### src/rtl/rx_sample_loader_pkg.sv
// Shared types and defaults for the UART sample loader and its bit receiver.
package rx_sample_loader_pkg;

    localparam int CLKS_PER_BIT_DEFAULT = 434;
    localparam int NUM_SAMPLES_DEFAULT  = 16384;
    localparam int ADDR_W               = 14;
    localparam int DATA_W               = 16;

    typedef enum logic [1:0] {
        IDLE = 2'd0,
        LOAD = 2'd1,
        DONE = 2'd2
    } loader_state_t;

    typedef enum logic [1:0] {
        RX_IDLE  = 2'd0,
        RX_START = 2'd1,
        RX_DATA  = 2'd2,
        RX_STOP  = 2'd3
    } rx_state_t;

endpackage

### src/rtl/rx_sample_loader_if.sv
// Sample RAM write port: the loader drives it, the RAM consumes it.
interface rx_sample_loader_if;
    import rx_sample_loader_pkg::*;

    logic              ram_write_en;
    logic [ADDR_W-1:0] ram_write_addr;
    logic [DATA_W-1:0] ram_data_in;

    modport master (output ram_write_en, output ram_write_addr, output ram_data_in);
    modport slave  (input  ram_write_en, input  ram_write_addr, input  ram_data_in);

endinterface

### src/rtl/rx_sample_loader_uart_rx.sv
// 8N1 UART byte receiver with a 2-flop synchroniser and mid-bit sampling.
module uart_rx
    import rx_sample_loader_pkg::*;
#(
    parameter int CLKS_PER_BIT = CLKS_PER_BIT_DEFAULT
) (
    input  logic       clk,
    input  logic       reset,
    input  logic       rxd,
    output logic       byte_valid,
    output logic [7:0] byte_out,
    output logic       frame_err_pulse
);

    localparam int               CNT_W     = $clog2(CLKS_PER_BIT + 1);
    localparam logic [CNT_W-1:0] FULL_LAST = CNT_W'(CLKS_PER_BIT - 1);
    localparam logic [CNT_W-1:0] HALF_LAST = CNT_W'(CLKS_PER_BIT / 2 - 1);

    logic             r_syncMeta;
    logic             r_sync;
    logic             r_syncPrev;
    rx_state_t        r_state;
    rx_state_t        w_nextState;
    logic [CNT_W-1:0] r_cnt;
    logic [2:0]       r_bitIdx;
    logic [7:0]       r_shift;
    logic             w_fall;
    logic             w_halfDone;
    logic             w_fullDone;

    assign w_fall     = r_syncPrev & ~r_sync;
    assign w_halfDone = (r_cnt == HALF_LAST);
    assign w_fullDone = (r_cnt == FULL_LAST);

    // Synchroniser flops reset to the idle-high line level so reset never looks like a start bit.
    always_ff @(posedge clk or posedge reset) begin
        if (reset) begin
            r_syncMeta <= 1'b1;
            r_sync     <= 1'b1;
            r_syncPrev <= 1'b1;
        end else begin
            r_syncMeta <= rxd;
            r_sync     <= r_syncMeta;
            r_syncPrev <= r_sync;
        end
    end

    always_ff @(posedge clk or posedge reset) begin
        if (reset) r_state <= RX_IDLE;
        else       r_state <= w_nextState;
    end

    always_comb begin
        w_nextState = r_state;
        case (r_state)
            RX_IDLE:  if (w_fall) w_nextState = RX_START;
            RX_START: if (w_halfDone) w_nextState = r_sync ? RX_IDLE : RX_DATA;
            RX_DATA:  if (w_fullDone && (r_bitIdx == 3'd7)) w_nextState = RX_STOP;
            RX_STOP:  if (w_fullDone) w_nextState = RX_IDLE;
            default:  w_nextState = RX_IDLE;
        endcase
    end

    // The bit timer restarts on every state change and at each data-bit centre.
    always_ff @(posedge clk or posedge reset) begin
        if (reset) begin
            r_cnt    <= '0;
            r_bitIdx <= '0;
            r_shift  <= '0;
        end else begin
            if ((r_state == RX_IDLE) || (w_nextState != r_state) ||
                ((r_state == RX_DATA) && w_fullDone))
                r_cnt <= '0;
            else
                r_cnt <= r_cnt + 1'b1;

            if (r_state == RX_IDLE)
                r_bitIdx <= '0;
            else if ((r_state == RX_DATA) && w_fullDone) begin
                r_shift  <= {r_sync, r_shift[7:1]};
                r_bitIdx <= r_bitIdx + 1'b1;
            end
        end
    end

    always_comb begin
        byte_valid      = (r_state == RX_STOP) && w_fullDone && r_sync;
        frame_err_pulse = (r_state == RX_STOP) && w_fullDone && !r_sync;
        byte_out        = r_shift;
    end

endmodule

### src/rtl/rx_sample_loader.sv
// Packs pairs of received UART bytes into 16-bit samples and writes them to
// sequential RAM addresses until NUM_SAMPLES have been captured.
module rx_sample_loader
    import rx_sample_loader_pkg::*;
#(
    parameter int CLKS_PER_BIT = CLKS_PER_BIT_DEFAULT,
    parameter int NUM_SAMPLES  = NUM_SAMPLES_DEFAULT
) (
    input  logic                       clk,
    input  logic                       reset,
    input  logic                       rx_start,
    input  logic                       rx_stop,
    input  logic                       com_UART_RXD,
    rx_sample_loader_if.master         ram,
    output logic                       busy,
    output logic                       done,
    output logic                       frame_err
);

    localparam logic [ADDR_W-1:0] LAST_IDX = ADDR_W'(NUM_SAMPLES - 1);

    loader_state_t     r_state;
    loader_state_t     w_nextState;
    logic              w_byteValid;
    logic [7:0]        w_byte;
    logic              w_frameErrPulse;
    logic              w_stopLoad;
    logic              w_restart;
    logic              w_takeHigh;
    logic              w_issueWrite;
    logic [ADDR_W-1:0] r_index;
    logic              r_phase;
    logic [7:0]        r_high;
    logic              r_wrEn;
    logic [ADDR_W-1:0] r_wrAddr;
    logic [DATA_W-1:0] r_wrData;
    logic              r_frameErr;

    uart_rx #(.CLKS_PER_BIT(CLKS_PER_BIT)) u_rx (
        .clk             (clk),
        .reset           (reset),
        .rxd             (com_UART_RXD),
        .byte_valid      (w_byteValid),
        .byte_out        (w_byte),
        .frame_err_pulse (w_frameErrPulse)
    );

    // A stop request during a capture outranks a simultaneous restart.
    assign w_stopLoad   = (r_state == LOAD) && rx_stop;
    assign w_restart    = rx_start && !w_stopLoad;
    assign w_takeHigh   = (r_state == LOAD) && !rx_stop && !rx_start && w_byteValid && !r_phase;
    assign w_issueWrite = (r_state == LOAD) && !rx_stop && !rx_start && w_byteValid && r_phase;

    always_ff @(posedge clk or posedge reset) begin
        if (reset) r_state <= IDLE;
        else       r_state <= w_nextState;
    end

    always_comb begin
        w_nextState = r_state;
        case (r_state)
            IDLE: if (rx_start) w_nextState = LOAD;
            LOAD: begin
                if (rx_stop)                              w_nextState = IDLE;
                else if (rx_start)                        w_nextState = LOAD;
                else if (r_wrEn && (r_index == LAST_IDX)) w_nextState = DONE;
            end
            DONE: if (rx_start) w_nextState = LOAD;
            default: w_nextState = IDLE;
        endcase
    end

    always_comb begin
        busy      = (r_state == LOAD);
        done      = (r_state == DONE);
        frame_err = r_frameErr;
    end

    // The index advances in the write cycle itself and saturates at the last address.
    always_ff @(posedge clk or posedge reset) begin
        if (reset) begin
            r_index    <= '0;
            r_phase    <= 1'b0;
            r_high     <= '0;
            r_wrEn     <= 1'b0;
            r_wrAddr   <= '0;
            r_wrData   <= '0;
            r_frameErr <= 1'b0;
        end else begin
            r_wrEn <= w_issueWrite;
            if (w_issueWrite) begin
                r_wrAddr <= r_index;
                r_wrData <= {r_high, w_byte};
            end
            if (w_restart) begin
                r_index    <= '0;
                r_phase    <= 1'b0;
                r_frameErr <= 1'b0;
            end else begin
                if (w_frameErrPulse)
                    r_frameErr <= 1'b1;
                if (w_stopLoad || w_issueWrite)
                    r_phase <= 1'b0;
                else if (w_takeHigh) begin
                    r_high  <= w_byte;
                    r_phase <= 1'b1;
                end
                if (r_wrEn && (r_index != LAST_IDX))
                    r_index <= r_index + 1'b1;
            end
        end
    end

    assign ram.ram_write_en   = r_wrEn;
    assign ram.ram_write_addr = r_wrAddr;
    assign ram.ram_data_in    = r_wrData;

endmodule

### src/flat_wrapper.sv
// flat-port wrapper written by rule: the top's interface ports become plain ports
module rx_sample_loader_flat import rx_sample_loader_pkg::*;
#(
    parameter int CLKS_PER_BIT = CLKS_PER_BIT_DEFAULT,
    parameter int NUM_SAMPLES  = NUM_SAMPLES_DEFAULT
)
  (clk, reset, rx_start, rx_stop, com_UART_RXD, busy, done, frame_err, ram_ram_write_en, ram_ram_write_addr, ram_ram_data_in);
  rx_sample_loader_if ram_i ();
  input  logic clk;
  input  logic reset;
  input  logic rx_start;
  input  logic rx_stop;
  input  logic com_UART_RXD;
  output logic busy;
  output logic done;
  output logic frame_err;
  output wire logic [$bits(ram_i.ram_write_en)-1:0] ram_ram_write_en;
  output wire logic [$bits(ram_i.ram_write_addr)-1:0] ram_ram_write_addr;
  output wire logic [$bits(ram_i.ram_data_in)-1:0] ram_ram_data_in;
  assign ram_ram_write_en = ram_i.ram_write_en;
  assign ram_ram_write_addr = ram_i.ram_write_addr;
  assign ram_ram_data_in = ram_i.ram_data_in;
  rx_sample_loader #(.CLKS_PER_BIT(CLKS_PER_BIT), .NUM_SAMPLES(NUM_SAMPLES)) u_core (.clk(clk), .reset(reset), .rx_start(rx_start), .rx_stop(rx_stop), .com_UART_RXD(com_UART_RXD), .ram(ram_i), .busy(busy), .done(done), .frame_err(frame_err));
endmodule
### config.mk
export PLATFORM = sky130hd
export DESIGN_NAME = rx_sample_loader_flat
export DESIGN_NICKNAME = d
export VERILOG_FILES = /design/src/rtl/rx_sample_loader_pkg.sv /design/src/rtl/rx_sample_loader_if.sv /design/src/rtl/rx_sample_loader_uart_rx.sv /design/src/rtl/rx_sample_loader.sv /design/src/flat_wrapper.sv
export SDC_FILE = /design/constraint.sdc
export NUM_CORES = 1
export LEC_CHECK = 0
export BUFFER_PORTS_ARGS = -buffer_cell sky130_fd_sc_hd__buf_4
export CORE_MARGIN = 4
export CORE_UTILIZATION = 55
export CTS_BUF_LIST = sky130_fd_sc_hd__clkbuf_2 sky130_fd_sc_hd__clkbuf_4 sky130_fd_sc_hd__clkbuf_8
export DETAILED_ROUTE_END_ITERATION = 12
export PLACE_DENSITY = 0.78
export SYNTH_ARGS = -nofsm -noshare
export SYNTH_HDL_FRONTEND = slang
export SYNTH_SLANG_ARGS = --single-unit
### constraint.sdc
create_clock -name clk -period 3.35 [get_ports clk]
set_input_delay 0.67 -clock clk [delete_from_list [all_inputs] [get_ports clk]]
set_output_delay 0.67 -clock clk [all_outputs]
set_load 0.01 [all_outputs]
==> impl_metrics.ini, run 1 <==
[setup_path]
worstPathRequired_ps = 3580
crit_fanout = 30
worst-path-buf-inv = 2
cpPeakStageDelay_ps = 600
cp_cell_sequence = inv_1, ha_1, nand4b_1, or4_1, nor3_2, buf_4, mux2_2
cp.arrival_ps = 2690
worstSetupEndpointType = flop
cp_top_family = simple AND/OR/NAND/NOR gates
worstSetupPathType = reg2reg
start_kind = flop
slowest_stage = or4_1

[drt]
ant_nets = 0
wl_per_cell_um = 16.0
routed_via_density = 5.69
first_iter_violations = 136
vias = 2351
firstDrtPassIters = 4
wirelength_um = 6600
drc = 0

[floorplanning]
core-area_um2 = 6350
start_util = 0.566
dieWidth_um = 88.8
fp.dieArea_um2 = 7890
dieHeight_um = 88.8
rows = 29
num_io_pins = 39

[logic_synthesis]
yosysTopAreaCell = dfrtp_1
synthFlopType = dfrtp_1
async_reset_ff_frac = 1.00
yosysSeqAreaShare = 0.572
netlist_area_um2 = 3590
synth_cell_types = 40
postSynthCellCount = 288
syn_nets = 299
synth_warnings = 0
ys_seq_elements = 82
synth.area.top_cells = dfrtp_1, mux2_2, mux2_4
synth.top_cell.area_share = 0.550
synth-edff-count = 0
synth.avg_cell_area_um2 = 12.5

[clocking]
cts_resized = 0
cts_setup_buffers = 0
root_buffer = clkbuf_8
cts_tree = yes
path_clk_slew_ps = 80
cts_sinks = 82
h-tree-depth = 3
clk_latency_ps = 360
cts-buffers-inserted = 9
cts_hold_buf = 0
cts.path.max_buffers = 2

[sta]
finalCritPeriodShare = 0.735
rsz0062_at_grt = false
finalHoldViolCount = 0
fmax_mhz = 406
hold_ws_ps = 358
slew_headroom = 0.353
setup_viol = 0
fin_ws_ps = 889
finalClockSkew_ps = 15.3
setup_tns_ps = 0
tightest_slew_ps = 961
slew_violations = 0
fin_crit_ps = 2460

[job]
max-cap-violations = 0

[finish]
multiInputGateArea_um2 = 1460
finalNonFillerCells = 413
nets = 342
seqCellArea_um2 = 2060
antenna_cells = 0
layout_commonest_cell = dfrtp_1
drive_above_1_share = 0.351
area_growth_pct = 16.4
nFillCells = 460
layout_common_cells = dfrtp_1, mux2_2, buf_4

[power_and_ir_drop]
p_leak_nw = 2.02
design_power_total_mw = 1.95
p_sw_mw = 0.482
clockPowerShare = 0.376
peakVddDrop_uv = 393
p_comb_frac = 0.073
swShare = 0.247
intPower_mw = 1.47
p_per_area_nw_per_um2 = 467
p_seq_frac = 0.551

[worst_hold_path]
hold_path_class = reg2reg

[placed_design]
gp_congestion = 0.845
place_hpwl_um = 4540
numPortBuffers = 38
placedCellCount = 397
pre_cts_slack_ps = 897

[global_route]
grt_max_degree = 43
antenna_found_initial = 0
grt_usage = 0.185
grt_pass1_vias = 2353
grt_pass1_wl_um = 11100
grt-ovfl-total = 0

[outcome]
status = completed
cell usage after synthesis, types with 5 or more instances:
library cell and count:
nand3_1 7, clkbuf_1 6, mux2_4 8, xnor2_1 5
nand4_1 7, mux2_2 43, ha_1 6, or3_1 5
nand2_1 12, nor2_1 22, nor2b_1 6, inv_1 9
dfrtp_1 79, a21oi_1 12, o21ai_0 8
metrics by stage:
stage / util / cell area (um2)
2_1_floorplan: - / 3590
3_3_place_gp: 0.626 / 3980
3_5_place_dp: 0.626 / 3980
4_1_cts: 0.659 / 4180
5_1_grt: 0.659 / 4180
6_report: 0.659 / 4180
flip-flops by register name (all words and copies together), names as in the netlist, 2 cells and up:
| name | cells |
|---|---|
| u_core.ram.ram_write_addr | 14 |
| u_core.r_high | 8 |
| u_core.r_index | 14 |
| u_core.u_rx.r_state | 2 |
| u_core.ram.ram_data_in | 16 |
| u_core.r_state | 2 |
| u_core.u_rx.byte_out | 8 |
| u_core.u_rx.r_cnt | 9 |
| u_core.u_rx.r_bitIdx | 3 |
layout make-up:
cell class,instances,share of cell area
multi-input combinational,186,0.348
clock inverter,4,0.0123
sequential,82,0.492
timing repair buffer,43,0.0802
tap,77,0.0230
clock buffer,12,0.0365
inverter,9,0.00838
power groups by stage:
stage                     Sequential (mW)  Combinational (mW)  Clock, mW
final                                1.07               0.143      0.734
after global placement               1.09               0.139          0
after CTS                            1.07               0.147      0.752
after floorplan                      1.08               0.112          0
after global routing                 1.08               0.169      0.789
after detailed placement             1.09               0.146          0
cells by family (layout without fill, tap and decap cells):
group                      after synthesis  count (layout)  synth area share
AOI/OAI and AO/OA                       40              40            0.0717
xor gates and xnor gates                 8               8            0.0195
adders and majority gates                6               6            0.0209
buffers and inverters                   20              68            0.0244
DFF                                     82              82             0.572
muxes                                   52              52             0.171
and+or+nand+nor                         80              80             0.120
path summary, 6_finish.rpt:
check | cells after the start | startpoint | to | slack, ps
hold / removal | 0 | u_core.u_rx.r_syncMeta | u_core.u_rx.r_sync | 360
setup / recovery | 7 | u_core.u_rx.r_cnt[1] | u_core.ram.ram_data_in[1] | 890
hold reg to reg | 0 | u_core.u_rx.r_syncMeta | u_core.u_rx.r_sync | 360
min in group asynchronous | 2 | reset | u_core.u_rx.r_cnt[4] | 410
setup reg to reg | 7 | u_core.u_rx.r_cnt[1] | u_core.ram.ram_data_in[1] | 890
max in group asynchronous | 3 | reset | u_core.u_rx.byte_out[0] | 2290
layer usage:
layer / up-vias / global-route usage / routed length, um
met4: 0 / 0.0755 / 89
li1: 1130 / - / -
met5: - / 0 / 0
met3: 7 / 0.0512 / 207
met2: 27 / 0.294 / 3400
met1: 1187 / 0.240 / 2910
No activity file was read; power rests on OpenSTA's default activity.
==> run 2: changes to the inputs <==
--- a/config.mk
+++ b/config.mk
@@ -10,7 +10,7 @@
 export CORE_UTILIZATION = 55
 export CTS_BUF_LIST = sky130_fd_sc_hd__clkbuf_2 sky130_fd_sc_hd__clkbuf_4 sky130_fd_sc_hd__clkbuf_8
 export DETAILED_ROUTE_END_ITERATION = 12
-export PLACE_DENSITY = 0.78
+export PLACE_DENSITY = 0.81
 export SYNTH_ARGS = -nofsm -noshare
 export SYNTH_HDL_FRONTEND = slang
 export SYNTH_SLANG_ARGS = --single-unit
==> constraint.sdc (replaced) <==
create_clock -name clk -period 2.22 [get_ports clk]
set_input_delay 0.444 -clock clk [delete_from_list [all_inputs] [get_ports clk]]
set_output_delay 0.444 -clock clk [all_outputs]
set_load 0.01 [all_outputs]
==> run 2 against run 1 <==
Worst hold slack lost 270 ps. Global-route usage is 0.88 points higher. First-iteration DRC count decreased by 32%. Die area stayed put. Critical endpoint is now u_core.r_high[7]. Count of clock-buffer cells in the layout fell by 3. Highest routed layer unchanged. Clock skew down 5.7 ps. Routed wire length is 4.0% higher. Utilization up 3.7 points.
==> impl_metrics.ini, run 2 (synthesis gave the netlist of run 1 again) <==
[power_and_ir_drop]
peakVddDrop_uv = 564
p_leak_nw = 2.15
design_power_total_mw = 3.10
p_per_area_nw_per_um2 = 701

[finish]
layout_common_cells = dfrtp_1, buf_4, mux2_2
area_growth_pct = 22.9
finalNonFillerCells = 433
nFillCells = 465
fin_util = 0.696
layout_commonest_cell = dfrtp_1
nets = 362
drive_above_1_share = 0.396
antenna_cells = 0
largest_reg_flops = 16

[setup_path]
crit_fanout = 9
cpMostUsedCell = or4_4
rrSetupSlack_ps = 20
cp.arrival_ps = 2430
r2r_start = u_core.u_rx.r_cnt[1]
worstSetupPathType = reg2reg
cpPeakStageDelay_ps = 550
cp_cell_sequence = inv_2, ha_4, nand4b_1, or4_4, or4_4, mux2_4
timing.rr.end = u_core.r_high[7]
worstSetupEndpointType = flop
r2r_cells = 6
slowest_stage = or4_4
start_kind = flop
worstPathRequired_ps = 2460

[drt]
dr.max_layer_used = met4
wirelength_um = 6860
wl_met1_um = 2940
drc = 0
wl_per_cell_um = 15.8
wl_met2_um = 3650
vias = 2445
wl_met3_um = 245
ant_nets = 0
routed_via_density = 5.65
first_iter_violations = 93
firstDrtPassIters = 4

[clocking]
cts_sinks = 82
cts_tree = yes
h-tree-depth = 3
root_buffer = clkbuf_8
cts-buffers-inserted = 9
cts_hold_buf = 0
clk_latency_ps = 360
cts.path.max_buffers = 2
path_clk_slew_ps = 90

[sta]
finalClockSkew_ps = 9.61
fin_crit_ps = 2200
finalCritPeriodShare = 0.989
finalHoldViolCount = 0
slew_headroom = 0.626
slew_violations = 0
rsz0062_at_grt = true
hold_ws_ps = 83.4
fmax_mhz = 455
tightest_slew_ps = 554
setup_tns_ps = 0
setup_viol = 0

[global_route]
grt_pass1_vias = 2510
grt_pass1_wl_um = 11700
grt_usage = 0.194
grt-ovfl-total = 0
grt_max_degree = 34
antenna_found_initial = 0

[floorplanning]
dieHeight_um = 88.8
dieWidth_um = 88.8
core-area_um2 = 6350
start_util = 0.566
num_io_pins = 39
fp.dieArea_um2 = 7890
rows = 29

[outcome]
status = completed

[placed_design]
place_hpwl_um = 4660
numPortBuffers = 38
gp_congestion = 0.849
placedCellCount = 412

[job]
max-cap-violations = 0

[worst_hold_path]
hold_path_class = in2async
-- run 2: area by class of cell --
cell class | instances | area (um2) | share of cell area
multi-input combinational | 186 | 1500 | 0.340
clock buffer | 9 | 124 | 0.0280
clock inverter | 7 | 101 | 0.0229
inverter | 9 | 37.5 | 0.00850
sequential | 82 | 2060 | 0.465
tap | 77 | 96.3 | 0.0218
timing repair buffer | 63 | 502 | 0.114
-- run 2: routing by layer --
layer | vias to the layer above | GRT usage
met5 | - | 0
met4 | 0 | 0.0536
met3 | 3 | 0.0531
met2 | 35 | 0.324
met1 | 1242 | 0.249
li1 | 1165 | -
-- run 2: worst max-delay path: cells and delay by family, from the launching register on --
family	cells	cell delay [ps]
multiplexers	1	330
flip-flops	1	390
buffers and inverters	1	80
AND/OR/NAND/NOR	3	1170
adder cells (fa/ha/maj)	1	110
-- run 2: where the power goes --
part           total (mW)  leakage [nW]  switching [mW]  internal [mW]
clock network        1.20         0.112           0.553          0.644
registers            1.59          1.12          0.0403           1.55
logic               0.314         0.919           0.172          0.142
total                3.10          2.15           0.765           2.33
-- run 2: per-stage QoR --
stage / cell area (um2) / worst slack (ps)
finish: 4420 / 23.5
global route: 4420 / -68.2
CTS: 4360 / 18.6
detailed placement: 4100 / -76.1
global placement: 4100 / 17.2
floorplan: 3610 / -10.1
-- run 2: worst max path at each step --
stage	end	startpoint	slack, ps	depth (start not counted)
3_3_place_gp	u_core.ram.ram_data_in[0]	u_core.u_rx.r_cnt[1]	20	7
4_1_cts	u_core.r_high[7]	u_core.u_rx.r_cnt[1]	20	6
3_5_place_dp	u_core.ram.ram_data_in[8]	u_core.u_rx.r_cnt[1]	-80	7
5_1_grt	u_core.r_high[7]	u_core.u_rx.r_cnt[1]	-70	6
2_1_floorplan	u_core.r_high[0]	u_core.u_rx.r_cnt[1]	-10	8
6_report	u_core.r_high[7]	u_core.u_rx.r_cnt[1]	20	6
-- run 2: what timing repair did --
| action | CTS | global route |
|---|---|---|
| cloned | 1 | 1 |
| pin swaps | 0 | 1 |
| resized for setup | 7 | 10 |
| buffers inserted | 0 | 4 |
| setup endpoints to repair | 36 | 38 |
